### src/rtl/exec_pkg.sv
// Shared opcodes, FSM encoding and default widths for the execute/write-back stage.
package exec_pkg;

    localparam int DEF_DATA_W     = 16;
    localparam int DEF_ADDR_W     = 3;
    localparam int DEF_MUL_CYCLES = 16;

    localparam logic [3:0] OP_ADD = 4'd0;
    localparam logic [3:0] OP_SUB = 4'd1;
    localparam logic [3:0] OP_AND = 4'd2;
    localparam logic [3:0] OP_OR  = 4'd3;
    localparam logic [3:0] OP_XOR = 4'd4;
    localparam logic [3:0] OP_NOT = 4'd5;
    localparam logic [3:0] OP_SLL = 4'd6;
    localparam logic [3:0] OP_SRL = 4'd7;
    localparam logic [3:0] OP_SLT = 4'd8;
    localparam logic [3:0] OP_MUL = 4'd9;
    localparam logic [3:0] OP_MOV = 4'd10;
    localparam logic [3:0] OP_NOP = 4'd15;

    localparam logic [0:0] ST_IDLE = 1'b0;
    localparam logic [0:0] ST_MUL  = 1'b1;

    // Single-cycle ops that produce a register write; MUL and undefined codes do not.
    function automatic logic alu_writes(input logic [3:0] op);
        return (op <= OP_SLT) || (op == OP_MOV);
    endfunction

endpackage

### src/rtl/exec_wb_unit_if.sv
// Issue bus from decode plus register-file write port and status from the unit.
interface exec_wb_unit_if
    import exec_pkg::*;
#(
    parameter int DATA_W = DEF_DATA_W,
    parameter int ADDR_W = DEF_ADDR_W
);
    logic              issue_valid;
    logic              issue_ready;
    logic [3:0]        issue_op;
    logic [ADDR_W-1:0] issue_dest;
    logic [DATA_W-1:0] op_a;
    logic [DATA_W-1:0] op_b;
    logic              reg_write_en;
    logic [ADDR_W-1:0] reg_write_dest;
    logic [DATA_W-1:0] reg_write_data;
    logic              zero_flag;
    logic              carry_flag;
    logic              pend_valid;
    logic [ADDR_W-1:0] pend_dest;

    modport master (
        output issue_valid, issue_op, issue_dest, op_a, op_b,
        input  issue_ready, reg_write_en, reg_write_dest, reg_write_data,
               zero_flag, carry_flag, pend_valid, pend_dest
    );

    modport slave (
        input  issue_valid, issue_op, issue_dest, op_a, op_b,
        output issue_ready, reg_write_en, reg_write_dest, reg_write_data,
               zero_flag, carry_flag, pend_valid, pend_dest
    );
endinterface

### src/rtl/shift_add_mul.sv
// Iterative shift-add multiplier: one partial product per clock, low DATA_W bits kept.
module shift_add_mul #(
    parameter int DATA_W     = 16,
    parameter int MUL_CYCLES = 16
) (
    input  logic              clk,
    input  logic              rst_n,
    input  logic              start,
    input  logic [DATA_W-1:0] a,
    input  logic [DATA_W-1:0] b,
    output logic              busy,
    output logic              done,
    output logic [DATA_W-1:0] product
);
    localparam int CNT_W = (MUL_CYCLES > 1) ? $clog2(MUL_CYCLES) : 1;
    localparam logic [CNT_W-1:0] LAST = CNT_W'(MUL_CYCLES - 1);

    logic [DATA_W-1:0] mcand, mplier, acc, acc_nxt;
    logic [CNT_W-1:0]  cnt;

    assign acc_nxt = acc + (mplier[0] ? mcand : '0);
    // done/product are valid during the final iteration so the caller can register them on that edge
    assign done    = busy && (cnt == LAST);
    assign product = acc_nxt;

    always_ff @(posedge clk) begin
        if (!rst_n) begin
            busy   <= 1'b0;
            cnt    <= '0;
            acc    <= '0;
            mcand  <= '0;
            mplier <= '0;
        end else if (busy) begin
            acc    <= acc_nxt;
            mcand  <= mcand << 1;
            mplier <= mplier >> 1;
            cnt    <= cnt + 1'b1;
            if (done) busy <= 1'b0;
        end else if (start) begin
            busy   <= 1'b1;
            cnt    <= '0;
            acc    <= '0;
            mcand  <= a;
            mplier <= b;
        end
    end
endmodule

### src/rtl/exec_wb_unit.sv
// Execute/write-back stage: single-cycle ALU, 16-cycle MUL, registered register-file write port.
module exec_wb_unit
    import exec_pkg::*;
#(
    parameter int DATA_W     = DEF_DATA_W,
    parameter int ADDR_W     = DEF_ADDR_W,
    parameter int MUL_CYCLES = DEF_MUL_CYCLES
) (
    input  logic           clk,
    input  logic           rst_n,
    exec_wb_unit_if.slave  bus
);
    typedef struct packed {
        logic [3:0]        op;
        logic [ADDR_W-1:0] dest;
        logic [DATA_W-1:0] a;
        logic [DATA_W-1:0] b;
    } issue_req_t;

    issue_req_t        req;
    logic [0:0]        state;
    logic              fire, mul_start, mul_busy, mul_done;
    logic [DATA_W-1:0] mul_prod;
    logic [DATA_W:0]   sum;
    logic [DATA_W-1:0] alu_res;
    logic              alu_c;

    logic              wr_en_q, zero_q, carry_q;
    logic [ADDR_W-1:0] wr_dest_q, pend_dest_q;
    logic [DATA_W-1:0] wr_data_q;

    assign req       = '{op: bus.issue_op, dest: bus.issue_dest, a: bus.op_a, b: bus.op_b};
    assign fire      = bus.issue_valid && bus.issue_ready;
    assign mul_start = fire && (req.op == OP_MUL);

    always_comb begin
        alu_res = '0;
        alu_c   = 1'b0;
        sum     = {1'b0, req.a} + {1'b0, req.b};
        case (req.op)
            OP_ADD: {alu_c, alu_res} = sum;
            OP_SUB: begin
                alu_res = req.a - req.b;
                alu_c   = req.a < req.b;
            end
            OP_AND: alu_res = req.a & req.b;
            OP_OR:  alu_res = req.a | req.b;
            OP_XOR: alu_res = req.a ^ req.b;
            OP_NOT: alu_res = ~req.a;
            OP_SLL: alu_res = req.a << req.b[3:0];
            OP_SRL: alu_res = req.a >> req.b[3:0];
            OP_SLT: alu_res = {{(DATA_W-1){1'b0}}, $signed(req.a) < $signed(req.b)};
            OP_MOV: alu_res = req.b;
            default: ;
        endcase
    end

    shift_add_mul #(.DATA_W(DATA_W), .MUL_CYCLES(MUL_CYCLES)) u_mul (
        .clk     (clk),
        .rst_n   (rst_n),
        .start   (mul_start),
        .a       (req.a),
        .b       (req.b),
        .busy    (mul_busy),
        .done    (mul_done),
        .product (mul_prod)
    );

    always_ff @(posedge clk) begin
        if (!rst_n) begin
            state       <= ST_IDLE;
            wr_en_q     <= 1'b0;
            wr_dest_q   <= '0;
            wr_data_q   <= '0;
            zero_q      <= 1'b0;
            carry_q     <= 1'b0;
            pend_dest_q <= '0;
        end else begin
            wr_en_q <= 1'b0;
            if (state == ST_IDLE) begin
                if (mul_start) begin
                    state       <= ST_MUL;
                    pend_dest_q <= req.dest;
                end else if (fire && alu_writes(req.op)) begin
                    wr_en_q   <= 1'b1;
                    wr_dest_q <= req.dest;
                    wr_data_q <= alu_res;
                    zero_q    <= (alu_res == '0);
                    carry_q   <= alu_c;
                end
            end else if (mul_done) begin
                state     <= ST_IDLE;
                wr_en_q   <= 1'b1;
                wr_dest_q <= pend_dest_q;
                wr_data_q <= mul_prod;
                zero_q    <= (mul_prod == '0);
                carry_q   <= 1'b0;
            end
        end
    end

    assign bus.issue_ready    = (state == ST_IDLE);
    assign bus.reg_write_en   = wr_en_q;
    assign bus.reg_write_dest = wr_dest_q;
    assign bus.reg_write_data = wr_data_q;
    assign bus.zero_flag      = zero_q;
    assign bus.carry_flag     = carry_q;
    assign bus.pend_valid     = mul_busy;
    assign bus.pend_dest      = pend_dest_q;
endmodule

### src/flat_wrapper.sv
// flat-port wrapper written by rule: the top's interface ports become plain ports
module exec_wb_unit_flat import exec_pkg::*;
#(
    parameter int DATA_W     = DEF_DATA_W,
    parameter int ADDR_W     = DEF_ADDR_W,
    parameter int MUL_CYCLES = DEF_MUL_CYCLES
)
  (clk, rst_n, bus_issue_valid, bus_issue_op, bus_issue_dest, bus_op_a, bus_op_b, bus_issue_ready, bus_reg_write_en, bus_reg_write_dest, bus_reg_write_data, bus_zero_flag, bus_carry_flag, bus_pend_valid, bus_pend_dest);
  exec_wb_unit_if #(.DATA_W(DATA_W), .ADDR_W(ADDR_W)) bus_i ();
  input  logic clk;
  input  logic rst_n;
  input wire logic [$bits(bus_i.issue_valid)-1:0] bus_issue_valid;
  input wire logic [$bits(bus_i.issue_op)-1:0] bus_issue_op;
  input wire logic [$bits(bus_i.issue_dest)-1:0] bus_issue_dest;
  input wire logic [$bits(bus_i.op_a)-1:0] bus_op_a;
  input wire logic [$bits(bus_i.op_b)-1:0] bus_op_b;
  output wire logic [$bits(bus_i.issue_ready)-1:0] bus_issue_ready;
  output wire logic [$bits(bus_i.reg_write_en)-1:0] bus_reg_write_en;
  output wire logic [$bits(bus_i.reg_write_dest)-1:0] bus_reg_write_dest;
  output wire logic [$bits(bus_i.reg_write_data)-1:0] bus_reg_write_data;
  output wire logic [$bits(bus_i.zero_flag)-1:0] bus_zero_flag;
  output wire logic [$bits(bus_i.carry_flag)-1:0] bus_carry_flag;
  output wire logic [$bits(bus_i.pend_valid)-1:0] bus_pend_valid;
  output wire logic [$bits(bus_i.pend_dest)-1:0] bus_pend_dest;
  assign bus_i.issue_valid = bus_issue_valid;
  assign bus_i.issue_op = bus_issue_op;
  assign bus_i.issue_dest = bus_issue_dest;
  assign bus_i.op_a = bus_op_a;
  assign bus_i.op_b = bus_op_b;
  assign bus_issue_ready = bus_i.issue_ready;
  assign bus_reg_write_en = bus_i.reg_write_en;
  assign bus_reg_write_dest = bus_i.reg_write_dest;
  assign bus_reg_write_data = bus_i.reg_write_data;
  assign bus_zero_flag = bus_i.zero_flag;
  assign bus_carry_flag = bus_i.carry_flag;
  assign bus_pend_valid = bus_i.pend_valid;
  assign bus_pend_dest = bus_i.pend_dest;
  exec_wb_unit #(.DATA_W(DATA_W), .ADDR_W(ADDR_W), .MUL_CYCLES(MUL_CYCLES)) u_core (.clk(clk), .rst_n(rst_n), .bus(bus_i));
endmodule
### config.mk
export PLATFORM = sky130hd
export DESIGN_NAME = exec_wb_unit_flat
export DESIGN_NICKNAME = d
export VERILOG_FILES = /design/src/rtl/exec_pkg.sv /design/src/rtl/exec_wb_unit_if.sv /design/src/rtl/shift_add_mul.sv /design/src/rtl/exec_wb_unit.sv /design/src/flat_wrapper.sv
export SDC_FILE = /design/constraint.sdc
export NUM_CORES = 1
export LEC_CHECK = 0
export BUFFER_PORTS_ARGS = -buffer_cell sky130_fd_sc_hd__buf_2
export CAP_MARGIN = 5
export CORE_ASPECT_RATIO = 1.25
export CORE_MARGIN = 2
export CORE_UTILIZATION = 34
export DETAILED_ROUTE_END_ITERATION = 6
export SYNTH_ARGS = -nofsm -noshare
export SYNTH_HDL_FRONTEND = slang
export SYNTH_HIERARCHICAL = 1
export SYNTH_SLANG_ARGS = --single-unit
### constraint.sdc
create_clock -name clk -period 6.3 [get_ports clk]
set_input_delay 0.945 -clock clk [delete_from_list [all_inputs] [get_ports clk]]
set_output_delay 0.945 -clock clk [all_outputs]
set_load 0.01 [all_outputs]
# After elaboration in Yosys (flattened, before gate mapping)
# Index checks and enable logic that the tools add are counted.
[word_totals]
regBits = 79
[op_classes]
addsub = 4
order_cmp = 3
eq_ne = 13
shift = 2
mux = 35
n_bitwise = 6
reduce_logical = 13
[op_table]
columns = ["operator", "n"]
rows = [
  ["16-bit case mux with 10 select lines", 1],
  ["16-bit 2-to-1 mux", 9],
  ["16-bit logical NOT", 2],
  ["16-bit < comparator", 2],
  ["15-bit 2-to-1 mux", 2],
  ["16-bit by 16-bit adder with 17-bit output", 1],
  ["16-bit adder", 1],
  ["16-bit bitwise AND", 1],
  ["4-bit by 3-bit == test with 1-bit output (second input constant)", 4],
  ["4-bit == test (second input constant)", 4],
  ["1-bit 2-to-1 mux", 16],
  ["16-bit NOT", 1],
  ["16-bit OR", 1],
  ["16-bit by 4-bit left shift with 16-bit output", 1],
  ["16-bit by 4-bit >> shifter with 16-bit output", 1],
  ["16-bit subtractor", 1],
  ["16-bit bitwise XOR", 1],
  ["3-bit 2-to-1 mux", 4],
  ["4-bit by 2-bit == test with 1-bit output (second input constant)", 2],
  ["4-bit 2-to-1 mux", 2],
  ["4-bit by 1-bit adder with 4-bit output (second input constant)", 1],
  ["4-bit by 1-bit == test with 1-bit output (second input constant)", 1],
  ["4-bit <= comparator (second input constant)", 1],
  ["1-bit logical AND", 4],
  ["other kinds (10)", 12],
]

# Depth between registers and ports, before layout
[logic_depth]
ltp_word = 6
mapped_depth = 15
ltp_nobuf = 14

# By module
# The synthesis kept the hierarchy.
[modules_own_cells]
columns = ["module", "n_inst", "cells_each", "area_per_inst_um2"]
rows = [
  ["exec_wb_unit", 1, 781, 5791.8],
  ["shift_add_mul", 1, 394, 3238.1],
]

# Least setup slack after synthesis
# Ideal clock, no wire load.
[synth_path]
kind = "input to register"
start = "in bus_op_b[2]"
end = "reg u_core.zero_q, in the netlist u_core/bus.zero_flag"
setup_time_ns = 0.084
arrival_ns = 4.231
t_required_ns = 6.216
path_slack_ns = 1.985
path_stages = 14
path_cell_list = "buf_2 > inv_1 > buf_1 > buf_1 > ha_1 > and3_1 > a2bb2oi_1 > a211oi_1 > or2_2 > a311o_1 > a41oi_1 > o211ai_1 > or3_1 > o31ai_2"
[synth_between]
elab_chain_len = 6
word_cells_on_any_way = 13
cone_classes = "2 x add/sub; 1 x order compare; 2 x shift; 4 x mux; 3 x bitwise; 1 x reduce/logical"
[synth_rtl]
columns = ["element", "line", "source"]
rows = [
  ["start, declared", "flat_wrapper.sv:16", "input wire logic [$bits(bus_i.op_b)-1:0] bus_op_b;"],
  ["16-bit subtractor, or another cell as far along", "exec_wb_unit.sv:43", "alu_res = req.a - req.b;"],
  ["16-bit case mux with 10 select lines *", "exec_wb_unit.sv:40", "case (req.op)"],
  ["16-bit logical NOT *", "exec_wb_unit.sv:88", "zero_q <= (alu_res == '0);"],
  ["1-bit 2-to-1 mux *", "exec_wb_unit.sv:84", "end else if (fire && alu_writes(req.op)) begin"],
  ["1-bit 2-to-1 mux *", "exec_wb_unit.sv:81", "if (mul_start) begin"],
  ["1-bit 2-to-1 mux *", "exec_wb_unit.sv:80", "if (state == ST_IDLE) begin"],
  ["end signal, assigned", "exec_wb_unit.sv:88", ""],
  ["end signal, assigned", "exec_wb_unit.sv:96", "zero_q <= (mul_prod == '0);"],
  ["end, declared", "exec_wb_unit.sv:28", "logic wr_en_q, zero_q, carry_q;"],
]
# Mark *: on every way between the ends. The rest lies on a longest branch, timed or not. The select of a mux whose other input is x is not followed.
# A chain may end at the register's enable or synchronous reset.

# Worst setup path after layout
[layout_path]
start = "in bus_op_b[1]"
end = "reg u_core.zero_q, in the netlist u_core/bus.zero_flag"
# The elaborated chain is that of the path after synthesis.

==> impl_metrics.toml <==
[critical_path]
cp-start-kind = "primary input"
crit_fanout = 41
crit_required_ps = 6560
crit_path_start = "bus_op_b[1]"
r2r_slack_ps = 2330
worstPathBufferInverterCount = 2
end_kind = "register"
r2r_end = "u_core/bus.zero_flag$_SDFFE_PN0P_"
r2r.worst_path.cells = 14
r2r-start = "u_core/u_mul/mplier[0]$_SDFFE_PN0P_"
crit_family = "simple AND/OR/NAND/NOR gates"
critPathCapture = "u_core/bus.zero_flag$_SDFFE_PN0P_"
cp_slowest_cell = "buf_2"
worstPathArrival_ps = 5010
crit_chain = "buf_2 -> inv_1 -> fa_1 -> nor2b_1 -> o21ai_0 -> nand3_1 -> nand4_1 -> a32oi_1 -> nor4_1 -> o2111ai_1 -> or3_1 -> o31ai_2"
critPathKind = "primary input to register"
cp_slowest_stage_delay_ps = 650
crit_cells = 12

[placed_design]
place_ws_ps = 1278
hpwl_um = 26000
place_inst = 1508
place_congestion = 1.009
io_buffer_count = 68

[global_routing]
gr-total-overflow = 0
grt_pass1_vias = 8702
grt_usage_pct = 24.31
antenna_found_initial = 0
grt_max_degree = 86
grt_pass1_wl_um = 52050

[routing]
vias = 9367
drt-total-wl_um = 34530
postRouteAntennaNets = 0
dr.pass1.iters = 6
post_drt_wl_per_cell_um = 22.66
post-route-drc-count = 0
via_per_inst = 6.146
first_iter_violations = 960

[clock_tree]
cts_hold_buf = 0
path_clk_slew_ps = 70
htreeDepth = 3
insertion_delay_ps = 340
root_buffer = "clkbuf_16"
clock_sinks = 79
ctsResizeCount = 0
tritoncts = "done"
clockBufferDepth = 2
post_cts_buffers = 0
cts_inserted_buffers = 9

[layout]
fin_nets = 1291
fin_util_pct = 37.70
area_delta_synth_final_pct = 8.937
diodes = 0
final_common_cell = "nand2_1"
multi_input_area_um2 = 6922
final_cell_mix = "nand2_1 (127), o21ai_0 (85), dfxtp_1 (78)"
fill_cells = 2806
final_cells = 1524
seqCellArea_um2 = 1583
layout-drive-gt1-share_pct = 12.67

[sta]
finalSetupViolations = 0
setup_tns_ps = 0
finClkSkew_ps = 10.27
fin_ws_ps = 1550
hold_viol = 0
tightest_slew_ps = 905.6
slew_headroom_pct = 39.63
fmax_mhz = 210.5
slew_violations = 0
period_minus_slack_ps = 4750
fin_crit_sh_pct = 75.39
rsz0062_at_grt = "false"

[pwr]
power.leakage_nw = 3.987
power.density_nw_per_um2 = 156.7
ir_drop_mv = 0.1333

[yosys]
synth_edf_count = 0
syn_avg_cell_area_um2 = 7.685
postSynthCellCount = 1175
synth_warnings = 6
syn_nets = 1287
synth_ff_type = "dfxtp_1"
synth_seq_cells = 79
async_reset_ff_share_pct = 0
synthDistinctLibCells = 92
synthesis.area_um2 = 9030
yosysSeqAreaShare_pct = 17.51

[die]
coreArea_um2 = 26100
die-area_um2 = 27890
die_h_um = 186.2
start_util_pct = 34.60
row_count = 66
io_pins = 69
die_w_um = 149.8

[outcome]
status = "finished, final reports clean"

[min_path]
hold_start = "u_core/bus.reg_write_data[0]$_SDFFE_PN0P_"
min_path_cells = 2
min-delay-path-class = "register to register"

[run]
cap_violations = 0
==> report_power, final <==
part	leakage [nW]	internal [W]	switching [W]	total, W
Sequential	0.640	0.000511	0.00000877	0.000520
Clock	0.145	0.000281	0.000246	0.000527
Combinational	3.20	0.000178	0.000316	0.000494
==> flip-flops by register name, summed over array words and instances (netlist names) <==
register / flops
u_core/bus.pend_dest: 3
u_core/bus.carry_flag: 1
u_core/u_mul/acc: 16
u_core/bus.zero_flag: 1
u_core/u_mul/mcand: 16
u_core/bus.reg_write_dest: 3
u_core/u_mul/mplier: 16
u_core/bus.reg_write_data: 16
u_core/u_mul/cnt: 4
u_core/state: 1
u_core/u_mul/busy: 1
u_core/bus.reg_write_en: 1
==> logic make-up after synthesis <==
family | share of synthesized area (%)
AOI/OAI and AO/OA | 26.23
and+or+nand+nor | 25.58
DFF | 17.51
xor gates and xnor gates | 1.067
adders and majority gates | 9.949
muxes | 13.59
buffers and inverters | 6.069
==> tightest hold or removal path, cell delays in order, from the launching register on <==
cell	delay [ps]
dfxtp_1	310
nand2_1	50
a21boi_0	70
==> layer usage <==
metal | vias to the layer above | track usage (%) | wire length (um)
li1 | 4342 | - | -
met1 | 4489 | 30.15 | 13870
met2 | 417 | 39.96 | 16160
met3 | 119 | 2.122 | 1837
met4 | 0 | 16.87 | 2658
met5 | - | 0 | 0
==> synth_stat cells, types with 6 or more instances <==
cell	instances	area [um2]
nor3b_1	14	105.1
buf_1	10	37.54
nor2_1	69	259.0
a221oi_1	6	52.55
mux4_2	14	315.3
nor4_1	15	93.84
clkbuf_1	56	210.2
and2_1	64	400.4
nand2b_1	15	93.84
o32ai_1	6	52.55
buf_2	18	90.09
nor2b_1	27	168.9
a31oi_1	11	68.82
ha_1	67	838.3
a21o_1	9	67.56
o221ai_1	6	52.55
or3_1	8	50.05
a21oi_1	66	330.3
dfxtp_1	79	1582
inv_1	46	172.7
o211ai_1	14	105.1
nand4_1	9	56.30
a2bb2oi_1	7	61.31
xor2_1	7	61.31
nand2_1	127	476.7
mux2_2	7	78.83
o22ai_1	10	62.56
nand3_1	31	155.2
o21ai_0	85	425.4
nor3_1	16	80.08
a21boi_0	14	105.1
o21a_1	8	60.06
mux2i_1	66	660.6
o211a_1	6	60.06
a211oi_1	20	150.1
==> how the worst min path moves through the flow <==
stage,to
finish,u_core/bus.reg_write_data[0]$_SDFFE_PN0P_
global route,u_core/bus.pend_dest[0]$_SDFFE_PN0P_
CTS,u_core/bus.reg_write_data[0]$_SDFFE_PN0P_
detailed placement,u_core/u_mul/acc[10]$_SDFFE_PN0P_
global placement,u_core/bus.reg_write_data[0]$_SDFFE_PN0P_
floorplan,u_core/u_mul/acc[11]$_SDFFE_PN0P_
==> layout make-up <==
cell class	count	share of cell area (%)
well taps	340	4.325
inverters	47	1.793
repair buffers	80	4.375
clock buffers	9	2.289
flip-flops and latches	79	16.09
multi-input cells	962	70.36
clock inverters	7	0.7632
==> per-stage QoR <==
step | power (W) | hold WS (ps) | area, um2
after floorplan | 0.0008476 | 431.8 | 9030
after global placement | 0.001010 | 458.1 | 9537
after detailed placement | 0.001010 | 471.7 | 9537
after CTS | 0.001542 | 485.8 | 9837
after global routing | 0.001603 | 500.8 | 9837
final | 0.001541 | 484.4 | 9837
(Power assumes the default switching activity.)
